--- src/rtl/uart_tx_cfg.sv ---
// uart_tx_cfg: configurable UART transmitter (5..9 data bits, none/odd/even parity, 1 or 2 stop bits).
// Latency: tx drives the start bit from the accept edge E0; each frame occupies F*CPB cycles, then one IDLE cycle.
// Backpressure: s_ready is high only in IDLE (and not in reset); a held s_valid is taken on the first IDLE cycle.
//
// Ports:
//    clk        system clock
//    reset      synchronous, active-high reset (aborts any frame in flight, no done pulse)
//    s_data     frame payload, latched on the accept edge
//    s_valid    payload valid
//    s_ready    block can accept a payload this cycle (combinational)
//    tx         UART line, idle high, registered
//    busy       frame or break in progress, registered
//    done       one-cycle pulse after a data frame returns to IDLE
//    send_break line-break request (only with UART_TX_BREAK_EN defined)
//
// Optional feature macro: UART_TX_BREAK_EN adds the send_break port and a BRK state that holds
// tx low for BREAK_BITS bit times followed by the stop bit(s).

module uart_tx_cfg #(
   parameter int CLK_FREQ   = 50_000_000,
   parameter int BAUD_RATE  = 115200,
   parameter int DATA_BITS  = 8,
   parameter int PARITY     = 0,
   parameter int STOP_BITS  = 1,
   parameter int BREAK_BITS = 13
) (
   input  logic                 clk,
   input  logic                 reset,
   input  logic [DATA_BITS-1:0] s_data,
   input  logic                 s_valid,
   output logic                 s_ready,
   output logic                 tx,
   output logic                 busy,
   output logic                 done
`ifdef UART_TX_BREAK_EN
   ,
   input  logic                 send_break
`endif
);

   localparam int CPB = CLK_FREQ / BAUD_RATE;
   localparam int CW  = (CPB > 1) ? $clog2(CPB) : 1;
   localparam int IW  = $clog2(DATA_BITS);
   localparam logic [CW-1:0] CPB_LAST = CW'(CPB - 1);
   localparam logic [IW-1:0] IDX_LAST = IW'(DATA_BITS - 1);

   generate
      if (CPB < 2) begin : g_chk_cpb
         $error("uart_tx_cfg: CLK_FREQ/BAUD_RATE must be at least 2");
      end
      if (DATA_BITS < 5 || DATA_BITS > 9) begin : g_chk_data
         $error("uart_tx_cfg: DATA_BITS must be 5..9");
      end
      if (PARITY < 0 || PARITY > 2) begin : g_chk_par
         $error("uart_tx_cfg: PARITY must be 0, 1 or 2");
      end
      if (STOP_BITS != 1 && STOP_BITS != 2) begin : g_chk_stop
         $error("uart_tx_cfg: STOP_BITS must be 1 or 2");
      end
      if (BREAK_BITS < 1) begin : g_chk_brk
         $error("uart_tx_cfg: BREAK_BITS must be at least 1");
      end
   endgenerate

   typedef enum logic [2:0] {
      IDLE,
      START,
      DATA,
      PAR,
      STOP
`ifdef UART_TX_BREAK_EN
      ,
      BRK
`endif
   } state_t;

   state_t               state, state_nxt;
   logic [CW-1:0]        bit_cnt, bit_cnt_nxt;
   logic [IW-1:0]        bit_idx, bit_idx_nxt;
   logic [DATA_BITS-1:0] shreg, shreg_nxt;
   logic                 par_bit, par_bit_nxt;
   logic                 stop_cnt, stop_cnt_nxt;
   logic                 from_brk, from_brk_nxt;
   logic                 tx_nxt;
   logic                 done_nxt;
   logic                 bit_end;

`ifdef UART_TX_BREAK_EN
   localparam int BW = (BREAK_BITS > 1) ? $clog2(BREAK_BITS) : 1;
   localparam logic [BW-1:0] BRK_LAST = BW'(BREAK_BITS - 1);
   logic [BW-1:0] brk_cnt, brk_cnt_nxt;

   // A pending break request takes the line, so the payload is not offered ready.
   assign s_ready = (state == IDLE) && !reset && !send_break;
`else
   assign s_ready = (state == IDLE) && !reset;
`endif

   assign bit_end = (bit_cnt == CPB_LAST);

   // Next-state and next-output logic; tx/busy/done are registered from these so the
   // line level changes on the same edge as the state.
   always_comb begin
      state_nxt    = state;
      bit_cnt_nxt  = bit_end ? '0 : bit_cnt + 1'b1;
      bit_idx_nxt  = bit_idx;
      shreg_nxt    = shreg;
      par_bit_nxt  = par_bit;
      stop_cnt_nxt = stop_cnt;
      from_brk_nxt = from_brk;
      tx_nxt       = tx;
      done_nxt     = 1'b0;
`ifdef UART_TX_BREAK_EN
      brk_cnt_nxt  = brk_cnt;
`endif
      case (state)
         IDLE: begin
            bit_cnt_nxt = '0;
            tx_nxt      = 1'b1;
`ifdef UART_TX_BREAK_EN
            if (send_break) begin
               state_nxt    = BRK;
               tx_nxt       = 1'b0;
               brk_cnt_nxt  = '0;
               from_brk_nxt = 1'b1;
            end else
`endif
            if (s_valid && s_ready) begin
               state_nxt    = START;
               tx_nxt       = 1'b0;
               shreg_nxt    = s_data;
               // Even parity is the plain XOR; odd parity inverts it.
               par_bit_nxt  = (^s_data) ^ (PARITY == 1);
               bit_idx_nxt  = '0;
               stop_cnt_nxt = 1'b0;
               from_brk_nxt = 1'b0;
            end
         end
         START: begin
            if (bit_end) begin
               state_nxt = DATA;
               tx_nxt    = shreg[0];
            end
         end
         DATA: begin
            if (bit_end) begin
               if (bit_idx == IDX_LAST) begin
                  stop_cnt_nxt = 1'b0;
                  if (PARITY != 0) begin
                     state_nxt = PAR;
                     tx_nxt    = par_bit;
                  end else begin
                     state_nxt = STOP;
                     tx_nxt    = 1'b1;
                  end
               end else begin
                  // shreg[0] is always the bit on the line; look one ahead for the next one.
                  bit_idx_nxt = bit_idx + 1'b1;
                  shreg_nxt   = shreg >> 1;
                  tx_nxt      = shreg[1];
               end
            end
         end
         PAR: begin
            if (bit_end) begin
               state_nxt    = STOP;
               tx_nxt       = 1'b1;
               stop_cnt_nxt = 1'b0;
            end
         end
         STOP: begin
            tx_nxt = 1'b1;
            if (bit_end) begin
               if (STOP_BITS == 2 && !stop_cnt) begin
                  stop_cnt_nxt = 1'b1;
               end else begin
                  state_nxt = IDLE;
                  done_nxt  = !from_brk;
               end
            end
         end
`ifdef UART_TX_BREAK_EN
         BRK: begin
            tx_nxt = 1'b0;
            if (bit_end) begin
               if (brk_cnt == BRK_LAST) begin
                  state_nxt    = STOP;
                  tx_nxt       = 1'b1;
                  stop_cnt_nxt = 1'b0;
               end else begin
                  brk_cnt_nxt = brk_cnt + 1'b1;
               end
            end
         end
`endif
         default: begin
            state_nxt = IDLE;
            tx_nxt    = 1'b1;
         end
      endcase
   end

   always_ff @(posedge clk) begin
      if (reset) begin
         state    <= IDLE;
         tx       <= 1'b1;
         busy     <= 1'b0;
         done     <= 1'b0;
         bit_cnt  <= '0;
         bit_idx  <= '0;
         shreg    <= '0;
         par_bit  <= 1'b0;
         stop_cnt <= 1'b0;
         from_brk <= 1'b0;
`ifdef UART_TX_BREAK_EN
         brk_cnt  <= '0;
`endif
      end else begin
         state    <= state_nxt;
         tx       <= tx_nxt;
         busy     <= (state_nxt != IDLE);
         done     <= done_nxt;
         bit_cnt  <= bit_cnt_nxt;
         bit_idx  <= bit_idx_nxt;
         shreg    <= shreg_nxt;
         par_bit  <= par_bit_nxt;
         stop_cnt <= stop_cnt_nxt;
         from_brk <= from_brk_nxt;
`ifdef UART_TX_BREAK_EN
         brk_cnt  <= brk_cnt_nxt;
`endif
      end
   end

endmodule

--- config.mk ---
export PLATFORM = sky130hd
export DESIGN_NAME = uart_tx_cfg
export DESIGN_NICKNAME = d
export VERILOG_FILES = /design/src/rtl/uart_tx_cfg.sv
export SDC_FILE = /design/constraint.sdc
export NUM_CORES = 1
export LEC_CHECK = 0
export BUFFER_PORTS_ARGS = -buffer_cell sky130_fd_sc_hd__buf_4
export CAP_MARGIN = 15
export CORE_MARGIN = 1.5
export CORE_UTILIZATION = 30
export CTS_CLUSTER_DIAMETER = 30
export DETAILED_ROUTE_END_ITERATION = 8
export GPL_TIMING_DRIVEN = 0
export SLEW_MARGIN = 10
export SYNTH_ARGS = -nofsm -noshare
export SYNTH_HDL_FRONTEND = slang
export SYNTH_SLANG_ARGS = --single-unit
--- constraint.sdc ---
create_clock -name clk -period 3.3 [get_ports clk]
set_clock_uncertainty 0.15 [all_clocks]
set_input_delay 0.33 -clock clk [delete_from_list [all_inputs] [get_ports clk]]
set_output_delay 0.33 -clock clk [all_outputs]
set_load 0.05 [all_outputs]
# After elaboration in Yosys (flattened, before gate mapping)
# Index checks and enable logic that the tools add are counted.
dict set report word_totals {
  inputBits 11
  regBits 26
  output_inout_bits 4
}
dict set report classes {
  eq_ne 11
  addsub 2
  bitwise 2
  reduce_logical 10
  mux 21
}
# op count
set op_table {}
lappend op_table {{two-way mux 3 bit} 9}
lappend op_table {{two-way mux 8 bit} 3}
lappend op_table {{case mux 8 bit (2 select lines)} 1}
lappend op_table {{case mux 3 bit (5 select lines)} 1}
lappend op_table {{adder 9 x 1 -> 9 bit (second input constant)} 1}
lappend op_table {{== test 9 bit (second input constant)} 1}
lappend op_table {{inequality test 2 bit (second input constant)} 4}
lappend op_table {{== test 3 x 2 -> 1 bit (second input constant)} 2}
lappend op_table {{== test 3 bit (second input constant)} 2}
lappend op_table {{case mux 3 bit (2 select lines)} 1}
lappend op_table {{OR reduction 3 bit} 2}
lappend op_table {{two-way mux 1 bit} 5}
lappend op_table {{case mux 1 bit (4 select lines)} 1}
lappend op_table {{AND reduction 4 bit} 1}
lappend op_table {{adder 3 x 1 -> 3 bit (second input constant)} 1}
lappend op_table {{== test 3 x 1 -> 1 bit (second input constant)} 1}
lappend op_table {{zero test 3 bit} 1}
lappend op_table {{AND reduction 3 bit} 1}
lappend op_table {{nonzero test 3 bit} 1}
lappend op_table {{logical AND 1 bit} 2}
lappend op_table {{inequality test 2 x 1 -> 1 bit (second input constant)} 1}
lappend op_table {{NOT 1 bit} 2}
lappend op_table {{nonzero test 2 bit} 1}
lappend op_table {{zero test 1 bit} 1}

# Longest topological paths before layout
# Gate-level depths: netlist (run 1).
dict set report logic_depth {
  ltp_word 6
  mapped_depth 7
}

# Worst setup path after synthesis (run 1)
# OpenSTA, ideal clock, no wires.
dict set report synth_path {
  path_type {in2reg}
  from {input reset}
  to {register shreg[1]}
  arrival_ps 2966
  stages 6
  setup_slack_ps 63
  cell_sequence {clkbuf_1 nor4_1 nand2_1 o31ai_4 buf_12 mux2_4}
}
dict set report synth_between {
  elab_chain_len 5
}
# element line_no
set synth_rtl {}
lappend synth_rtl {{start, declared} 28} ;# input logic reset,
lappend synth_rtl {{zero test 1 bit} 96} ;# assign s_ready = (state == IDLE) && !reset;
lappend synth_rtl {{logical AND 1 bit} 96}
lappend synth_rtl {{via s_ready} 31} ;# output logic s_ready,
lappend synth_rtl {{logical AND 1 bit} 128} ;# if (s_valid && s_ready) begin
lappend synth_rtl {{inequality test 2 x 1 -> 1 bit (no line)} --}
lappend synth_rtl {{AND reduction 4 bit (no line)} --}
lappend synth_rtl {{end signal, assigned} 225} ;# shreg <= shreg_nxt;
lappend synth_rtl {{end, declared} 80} ;# logic [DATA_BITS-1:0] shreg, shreg_nxt;
# The timed path passes the listed nets, and every way through them passes these cells.
# A chain may end at the register's enable or synchronous reset.

# Final worst setup path (run 1)
dict set report layout_path {
  from {register bit_cnt[0]}
  to {register shreg[5]}
}
dict set report layout_between {
  elab_chain_len 3
}
# element line_no
set layout_rtl {}
lappend layout_rtl {{start, declared} 78} ;# logic [CW-1:0] bit_cnt, bit_cnt_nxt;
lappend layout_rtl {{start signal, assigned} 223} ;# bit_cnt <= bit_cnt_nxt;
lappend layout_rtl {{== test 9 bit} 99} ;# assign bit_end = (bit_cnt == CPB_LAST);
lappend layout_rtl {{inequality test 2 bit (no line)} --}
lappend layout_rtl {{AND reduction 4 bit (no line)} --}
# No other way between the ends.

==> reports/qor.yml, run 1 <==
yosys:
  mappedNetlistArea_um2: 1325
  yosysSeqAreaShare_pct: 39.28
  avgSynthCellArea_um2: 9.266
  ys_warn_count: 0
  ys_seq_elements: 26
  syn_inst: 143
  synth_cell_types: 32
  synth_nets: 158
setup_path:
  cp.required_ns: 3.32
  crit_arrival_ns: 2.29
  cp_max_fo: 10
  startpoint_type: "flip-flop"
  r2r_cells: 6
  worstSetupEndpointType: "flip-flop"
  crit_slowest_cell: "or4_4"
  worstPathCellList: "ha_1 > nand4_1 > or4_4 > o31ai_4 > buf_12 > mux2_4"
  cp_slowest_stage_delay_ns: 0.55
  crit_type: "reg2reg"
routing:
  firstDrtPassIters: 4
  drtIter0Drc: 32
  via_per_inst: 4.743
  drtAntennaViolNets: 0
  avgRoutedWirePerCell_um: 11.65
  wirelength_mm: 2.447
  vias: 996
  drc_errors: 0
clock_network:
  cts_root_buffer: "clkbuf_8"
  cts.path.max_buffers: 2
  cts_setup_buffers: 0
  postCtsHoldBufs: 0
  cts_tree: "yes"
  cts_max_level: 1
  clkTransAtPathRegs_ns: 0.09
  cts_sinks: 26
  insertion_delay_ns: 0.27
  numCtsBuffers: 3
  cts-resized-gates: 0
placed_design:
  preCtsSetupSlack_ns: 1.013
  place_area_um2: 1485
  gp_congestion: 0.8223
  hpwl_mm: 1.773
  portBuffers: 13
timing:
  worstMarginPinSlew_ns: 0.7657
  setup_viol: 0
  tns_ns: 0
  rsz0062_at_grt: "false"
  final.min_clock_period_ns: 2.278
  timing.slew.headroom_pct: 48.48
  hold_viol: 0
  finalCritPeriodShare_pct: 69.04
  setup_ws_ns: 1.022
  timing.fmax_mhz: 438.9
  maxSlewViolCount: 0
cells_and_area:
  final_cell_mix: "26 x dfxtp_1, 24 x nor2_1, 13 x buf_4"
  diodes: 0
  nNetsFinal: 176
  final_area_um2: 1540
  final_common_cell: "dfxtp_1"
  drive_gt1_share_pct: 18.13
  area_growth_pct: 16.24
power_and_ir_drop:
  power.density_nw_per_um2: 400.8
  p_leak_nw: 0.5572
  irDropWorstVdd_mv: 0.2390
  p_total_mw: 0.6173
floorplan:
  start_util_pct: 32.20
  coreArea_um2: 4115
  num_rows: 23
  die-area_um2: 4825
  die_h_um: 69.46
  floorplan.io_pins: 15
  fp.dieW_um: 69.46
global_routing:
  antenna_found_initial: 0
  first_global_vias: 948
  grt_max_degree: 15
  grtUsageTotal_pct: 10.59
  grt_overflow: 0
  grt_pass1_wl_mm: 4.195
worst_hold_path:
  hold_path_class: "in2reg"
  whs_path_depth: 3
run_status:
  status: "finished, final reports clean"
run:
  cap_violations: 0
==> power breakdown <==
| group | switching (mW) | internal [mW] | total (mW) |
|---|---|---|---|
| combinational | 0.0454 | 0.0388 | 0.0842 |
| clock | 0.0965 | 0.107 | 0.203 |
| sequential | 0.00596 | 0.324 | 0.330 |
==> cell usage after synthesis <==
master,number,area [um^2]
nor4b_1,1,8.760
a21boi_0,1,7.510
inv_1,1,3.750
mux2_4,6,90.09
nand3_1,6,30.03
or3_1,1,6.260
dfxtp_1,26,520.5
nor3b_1,1,7.510
nand2_1,6,22.52
clkbuf_1,7,26.28
mux2_2,1,11.26
nor2b_1,7,43.79
and3_2,1,7.510
nor3_1,4,20.02
xnor2_1,4,35.03
nand2b_1,6,37.54
mux2i_1,12,120.1
o21ai_0,4,20.02
nand4_1,2,12.51
buf_1,2,7.510
nor4_1,3,18.77
ha_1,4,50.05
a21oi_1,2,10.01
or2_2,1,6.260
or2b_1,1,7.510
or4_4,1,11.26
buf_12,1,20.02
nor2_1,24,90.09
xor2_1,3,26.28
o31ai_4,1,21.27
and4b_1,1,10.01
nand3b_1,2,15.01
==> through the flow <==
step / hold WS [ns] / cells / utilization, %
6_report: 0.1946 / 210 / 37.43
5_1_grt: 0.1817 / 210 / 37.43
4_1_cts: 0.1869 / 210 / 37.43
3_5_place_dp: 0.3153 / 206 / 36.09
3_3_place_gp: 0.2980 / 206 / 36.09
2_1_floorplan: 0.2834 / 143 / -
==> layer usage <==
metal	global-route usage (%)	vias to the layer above	wire length [um]
met2	18.80	11	1182
met5	0	-	0
met4	1.961	0	20
li1	-	516	-
met3	3.198	2	85
met1	12.66	467	1159
==> worst max-delay path, delay by kind of cell (launching register included) <==
family                     cells  cell delay, ns
DFF                            1            0.38
muxes                          1            0.30
and+or+nand+nor                2            0.69
buffers and inverters          1            0.19
AOI/OAI and AO/OA              1            0.30
adders and majority gates      1            0.17
==> state kept, by name, indices dropped and copies added (netlist names) <==
| name | cells |
|---|---|
| bit_cnt | 9 |
| shreg | 8 |
| bit_idx | 3 |
| state | 3 |
| busy | 1 |
| done | 1 |
| tx | 1 |
==> logic make-up after synthesis <==
logic type | Yosys count | synth area share [%]
buffers and inverters | 11 | 4.344
flip-flops | 26 | 39.28
adder cells (fa/ha/maj) | 4 | 3.777
XOR/XNOR | 7 | 4.627
AO/OA/AOI/OAI | 8 | 4.438
AND/OR/NAND/NOR | 68 | 26.82
multiplexers | 19 | 16.71
==> final cells by class <==
cell class	instances	area, um^2
Clock buffer	4	55.05
Tap cell	50	62.56
Multi-Input combinational cell	106	747.0
Sequential cell	26	520.5
Buffer	10	53.80
Timing Repair Buffer	13	97.59
Inverter	1	3.754
Fill cell	418	2575
==> worst paths after layout <==
check                   from         end  slack [ns]
setup / recovery  bit_cnt[0]    shreg[5]        1.02
hold / removal     s_data[7]    shreg[7]        0.19
setup reg to reg  bit_cnt[0]    shreg[5]        1.02
hold reg to reg   bit_cnt[0]  bit_cnt[0]        0.32
Note: power is estimated with default switching activity, not from simulation.
==> run 2: changes to the inputs <==
clock period = 1.9 ns   (was 3.3 ns; I/O delays follow)
==> run 2 against run 1 <==
Compared with the run above:
- the flow now finishes with violations (negative setup slack)
- sequential cell count unchanged
- via count up 5.5%
- cell area up 11%
- global-route usage up 1.8 points
- largest cell class unchanged
- largest power group unchanged
==> reports/qor.yml, run 2 (synthesized netlist as in run 1, its figures left out) <==
run_status:
  status: "finished with violations"
  violations: "negative setup slack"
cells_and_area:
  diodes: 0
  top_register: "bit_cnt"
  area_growth_pct: 28.99
  final_common_cell: "nor2_1"
  final_cell_mix: "24 x nor2_1, 22 x buf_4, 21 x dfxtp_1"
  seq_area_um2: 526.8
  largest_reg_flops: 9
  n_fill_cell: 401
  multi_input_area_um2: 798.3
  nNetsFinal: 186
  reg.largest.list: "bit_cnt: 9 flops, shreg: 8 flops"
  drive_gt1_share_pct: 30.59
timing:
  worstMarginPinSlew_ns: 0.5494
  timing.slew.headroom_pct: 63.38
  final.min_clock_period_ns: 2.169
  rsz0062_at_grt: "true"
  tns_ns: -2.499
  timing.fmax_mhz: 461.1
  maxSlewViolCount: 0
  finalCritPeriodShare_pct: 114.1
  hold_viol: 0
  setup_ws_ns: -0.2686
  setup_viol: 11
clock_network:
  postCtsHoldBufs: 0
  cts_tree: "yes"
  cts_sinks: 26
  cts.path.max_buffers: 2
  clkTransAtPathRegs_ns: 0.09
  numCtsBuffers: 3
  cts_root_buffer: "clkbuf_8"
  cts_max_level: 1
  insertion_delay_ns: 0.27
setup_path:
  worstPathCellList: "or2b_1 > or4_4 > o31ai_4 > buf_4 > buf_6 > mux2_4"
  crit_arrival_ns: 2.19
  crit_type: "reg2reg"
  cp_max_fo: 4
  worstSetupEndpointType: "flip-flop"
  cp.required_ns: 1.92
  crit_slowest_cell: "or4_4"
  cp_slowest_stage_delay_ns: 0.54
  startpoint_type: "flip-flop"
worst_hold_path:
  hold_path_class: "in2reg"
placed_design:
  hpwl_mm: 1.890
  preCtsSetupSlack_ns: -0.3014
  portBuffers: 13
  gp_congestion: 0.8058
routing:
  via_per_inst: 4.777
  wirelength_mm: 2.822
  avgRoutedWirePerCell_um: 12.83
  firstDrtPassIters: 4
  wl_met2_mm: 1.381
  drc_errors: 0
  maxUsedRoutingLayer: "met4"
  wl_met3_um: 125
  drtAntennaViolNets: 0
  drtIter0Drc: 53
  vias: 1051
  route.layer.met1.wl_mm: 1.298
global_routing:
  grtUsageTotal_pct: 12.37
  antenna_found_initial: 0
  grt_overflow: 0
  grt_pass1_wl_mm: 4.947
  first_global_vias: 1124
  grt_max_degree: 16
floorplan:
  fp.dieW_um: 69.46
  start_util_pct: 32.20
  die_h_um: 69.46
  floorplan.io_pins: 15
  die-area_um2: 4825
  num_rows: 23
  coreArea_um2: 4115
power_and_ir_drop:
  internal_power_mw: 0.9313
  combPwrFrac_pct: 14.3
  irDropWorstVdd_mv: 0.3233
  seqPwrFrac_pct: 47.7
  p_leak_nw: 0.6397
  power.density_nw_per_um2: 706.2
  swShare_pct: 22.84
  p_sw_mw: 0.2757
  clkPwrFrac_pct: 38.0
run:
  cap_violations: 0
[run 2: cell count changes in the layout (fill, tap and decap cells not counted), moves of 2 or more]
cell,previous run,this run
nor4_4,0,2
buf_4,13,22
nor4_1,3,1
dfxtp_2,0,5
dfxtp_1,26,21
clkbuf_1,7,5
buf_6,0,3
[run 2: area by class of cell]
class | count | share of cell area, %
multi-input combinational | 106 | 46.71
sequential | 26 | 30.82
timing repair buffer | 25 | 11.64
tap | 50 | 3.660
buffer | 8 | 2.782
clock buffer | 3 | 2.416
clock inverter | 1 | 1.757
inverter | 1 | 0.2196
[run 2: through the flow]
step / utilization [%] / total power, mW / hold slack [ns] / cell area [um^2] / std cells
6_report: 41.53 / 1.207 / 0.06950 / 1709 / 220
5_1_grt: 41.53 / 1.262 / 0.07084 / 1709 / 220
4_1_cts: 41.32 / 1.226 / 0.06114 / 1700 / 220
3_5_place_dp: 36.49 / 0.7372 / 0.3038 / 1501 / 206
3_3_place_gp: 36.49 / 0.7338 / 0.2945 / 1501 / 206
2_1_floorplan: - / 0.6941 / 0.2068 / 1341 / 143
[run 2: timing repair]
action	CTS	global route
setup buffers	9	3
cloned	1	0
pin swaps	0	1
gates resized for setup	12	4
endpoints found under the setup margin	22	22
[run 2: power groups by stage]
stage	Sequential (mW)	Clock, mW	Combinational, mW
after detailed placement	0.588	0	0.149
after global placement	0.587	0	0.147
after CTS	0.576	0.477	0.173
after floorplan	0.601	0	0.0934
final	0.576	0.459	0.173
after global routing	0.578	0.498	0.186
[run 2: metal layers]
metal,global-route usage [%],vias up
met5,0,-
met4,1.961,0
met3,3.634,2
met2,21.90,20
met1,15.04,491
li1,-,538
[run 2: worst max-delay path: cells and delay by family (launching register included)]
kind,cells,cell delay [ns]
buffers and inverters,2,0.26
AOI/OAI and AO/OA,1,0.22
muxes,1,0.29
DFF,1,0.34
and+or+nand+nor,2,0.81
[run 2: path summary, 6_finish.rpt]
check / depth (start not counted) / slack [ns] / to / start
hold / removal: 3 / 0.07 / shreg[7] / s_data[7]
hold reg to reg: 2 / 0.34 / bit_idx[2] / bit_idx[2]
setup / recovery: 6 / -0.27 / shreg[5] / bit_cnt[7]
setup reg to reg: 6 / -0.27 / shreg[5] / bit_cnt[7]
==> run 3: changes to the inputs <==
CAP_MARGIN = 20   (was 15)
CORE_ASPECT_RATIO = 1.2   (was default)
==> run 3 against run 2 <==
Compared with the run above:
- largest cell class unchanged
- wire length decreased by 11%
- sequential power about the same
- global-route usage decreased by 0.89 points
- register-to-register slack improved by 0.08 ns
- sequential share of layout area increased by 0.74 points
- sequential cell count unchanged
- clock power increased by 2%
- the run still ends with negative setup slack left
- critical path type unchanged
- critical path depth increased by 1
- power decreased by 0.21%
==> reports/qor.yml, run 3 (synthesized netlist as in run 1, its figures left out) <==
setup_path:
  cp_max_fo: 9
  worstSetupEndpointType: "flip-flop"
  reg2reg_to: "shreg[4]"
  crit_type: "reg2reg"
  r2r_cells: 7
  crit_arrival_ns: 2.11
  r2r_start: "bit_cnt[1]"
  startpoint_type: "flip-flop"
  cp.required_ns: 1.92
  r2r_slack_ns: -0.19
cells_and_area:
  multi_input_area_um2: 784.5
  area_growth_pct: 25.97
  largest_reg_flops: 9
  drive_gt1_share_pct: 27.98
  final_cell_mix: "24 x nor2_1, 21 x dfxtp_1, 21 x buf_4"
  n_fill_cell: 435
  fin_cells: 224
  reg.largest.list: "bit_cnt: 9 flops, shreg: 8 flops"
  final_common_cell: "nor2_1"
  nNetsFinal: 184
  diodes: 0
  top_register: "bit_cnt"
  final_area_um2: 1669
  seq_area_um2: 526.8
power_and_ir_drop:
  irDropWorstVdd_mv: 0.2523
  power.density_nw_per_um2: 721.6
  p_leak_nw: 0.6188
  p_total_mw: 1.204
floorplan:
  die_h_um: 75.80
  start_util_pct: 31.09
  floorplan.io_pins: 15
  coreArea_um2: 4262
  num_rows: 26
  die-area_um2: 4826
  fp.dieW_um: 63.67
timing:
  setup_ws_ns: -0.1899
  timing.slew.headroom_pct: 64.12
  worstMarginPinSlew_ns: 0.5307
  timing.fmax_mhz: 478.5
  maxSlewViolCount: 0
  rsz0062_at_grt: "true"
  final.min_clock_period_ns: 2.090
  setup_viol: 17
  hold_viol: 0
  tns_ns: -1.880
  finalCritPeriodShare_pct: 110.0
worst_hold_path:
  whs_path_depth: 3
  hold_path_class: "in2reg"
  worstHoldStart: "s_data[7]"
  holdPathEnd: "shreg[7]"
routing:
  avgRoutedWirePerCell_um: 11.21
  drtIter0Drc: 38
  vias: 1023
  drtAntennaViolNets: 0
  drc_errors: 0
  firstDrtPassIters: 4
  wirelength_mm: 2.510
  via_per_inst: 4.567
placed_design:
  preCtsSetupSlack_ns: -0.2604
  place_area_um2: 1509
  gp_congestion: 0.8231
  hpwl_mm: 1.746
  portBuffers: 13
  placedCellCount: 212
global_routing:
  grt_max_degree: 16
  grtUsageTotal_pct: 11.48
  antenna_found_initial: 0
  grt_pass1_wl_mm: 4.395
  grt_overflow: 0
  first_global_vias: 1015
run_status:
  violations: "negative setup slack"
  status: "finished with violations"
clock_network:
  numCtsBuffers: 3
  postCtsHoldBufs: 0
  cts_tree: "yes"
  cts_max_level: 1
  cts.path.max_buffers: 2
  cts_root_buffer: "clkbuf_8"
  cts_sinks: 26
  clkTransAtPathRegs_ns: 0.10
  insertion_delay_ns: 0.28
run:
  cap_violations: 0
run 3: changes by cell type in the layout (fill, tap and decap cells not counted):
cell      delta
buf_6        -3
clkbuf_1     +2
buf_4        -1
nor4_2       +1
nor4_4       -1
or3_1        +1
or3_4        -1
run 3: worst max path at each step:
| stage | start | endpoint | slack [ns] | depth (start not counted) |
|---|---|---|---|---|
| 6_report | bit_cnt[1] | shreg[4] | -0.19 | 7 |
| 5_1_grt | bit_cnt[1] | bit_idx[0] | -0.26 | 8 |
| 4_1_cts | bit_cnt[1] | shreg[3] | -0.20 | 7 |
| 3_5_place_dp | bit_cnt[0] | shreg[3] | -0.26 | 6 |
| 3_3_place_gp | bit_cnt[7] | shreg[3] | -0.25 | 5 |
| 2_1_floorplan | state[2] | shreg[1] | -0.16 | 5 |
run 3: through the flow:
| stage | hold WS, ns | utilization, % |
|---|---|---|
| finish | 0.04870 | 39.17 |
| detailed placement | 0.3131 | 35.41 |
| global route | 0.04566 | 39.17 |
| CTS | 0.03785 | 39.02 |
| global placement | 0.3001 | 35.41 |
| floorplan | 0.2068 | - |
run 3: final cells by class:
| cell class | instances | area share, % |
|---|---|---|
| plain buffers | 10 | 3.298 |
| clock buffers | 3 | 2.474 |
| clock inverters | 1 | 1.799 |
| inverters | 1 | 0.2249 |
| multi-input cells | 106 | 47.00 |
| flip-flops and latches | 26 | 31.56 |
| well taps | 56 | 4.198 |
| repair buffers | 21 | 9.445 |
run 3: worst max-delay path, stage by stage, from the launching register on:
cell and delay (ns):
dfxtp_2 0.33, inv_2 0.05, ha_4 0.11, nand4_1 0.14, or4_4 0.48, o31ai_4 0.25, buf_12 0.17, mux2_4 0.29
run 3: what timing repair did:
item | CTS | global route
buffers inserted | 8 | 0
gates cloned | 0 | 0
pin swaps | 1 | 1
endpoints found under the setup margin | 19 | 22
resized for setup | 9 | 1
run 3: power breakdown:
group / leakage [nW] / switching, mW / internal, mW
clock: 0.0357 / 0.185 / 0.282
sequential: 0.214 / 0.0113 / 0.563
combinational: 0.369 / 0.0829 / 0.0800
run 3: per-layer routing:
layer / GRT usage (%) / share of wire, % / vias to the layer above
li1: - / - / 532
met1: 13.33 / 49 / 476
met2: 20.94 / 47 / 13
met3: 2.511 / 3.0 / 2
met4: 4.348 / 0.76 / 0
met5: 0 / 0 / -
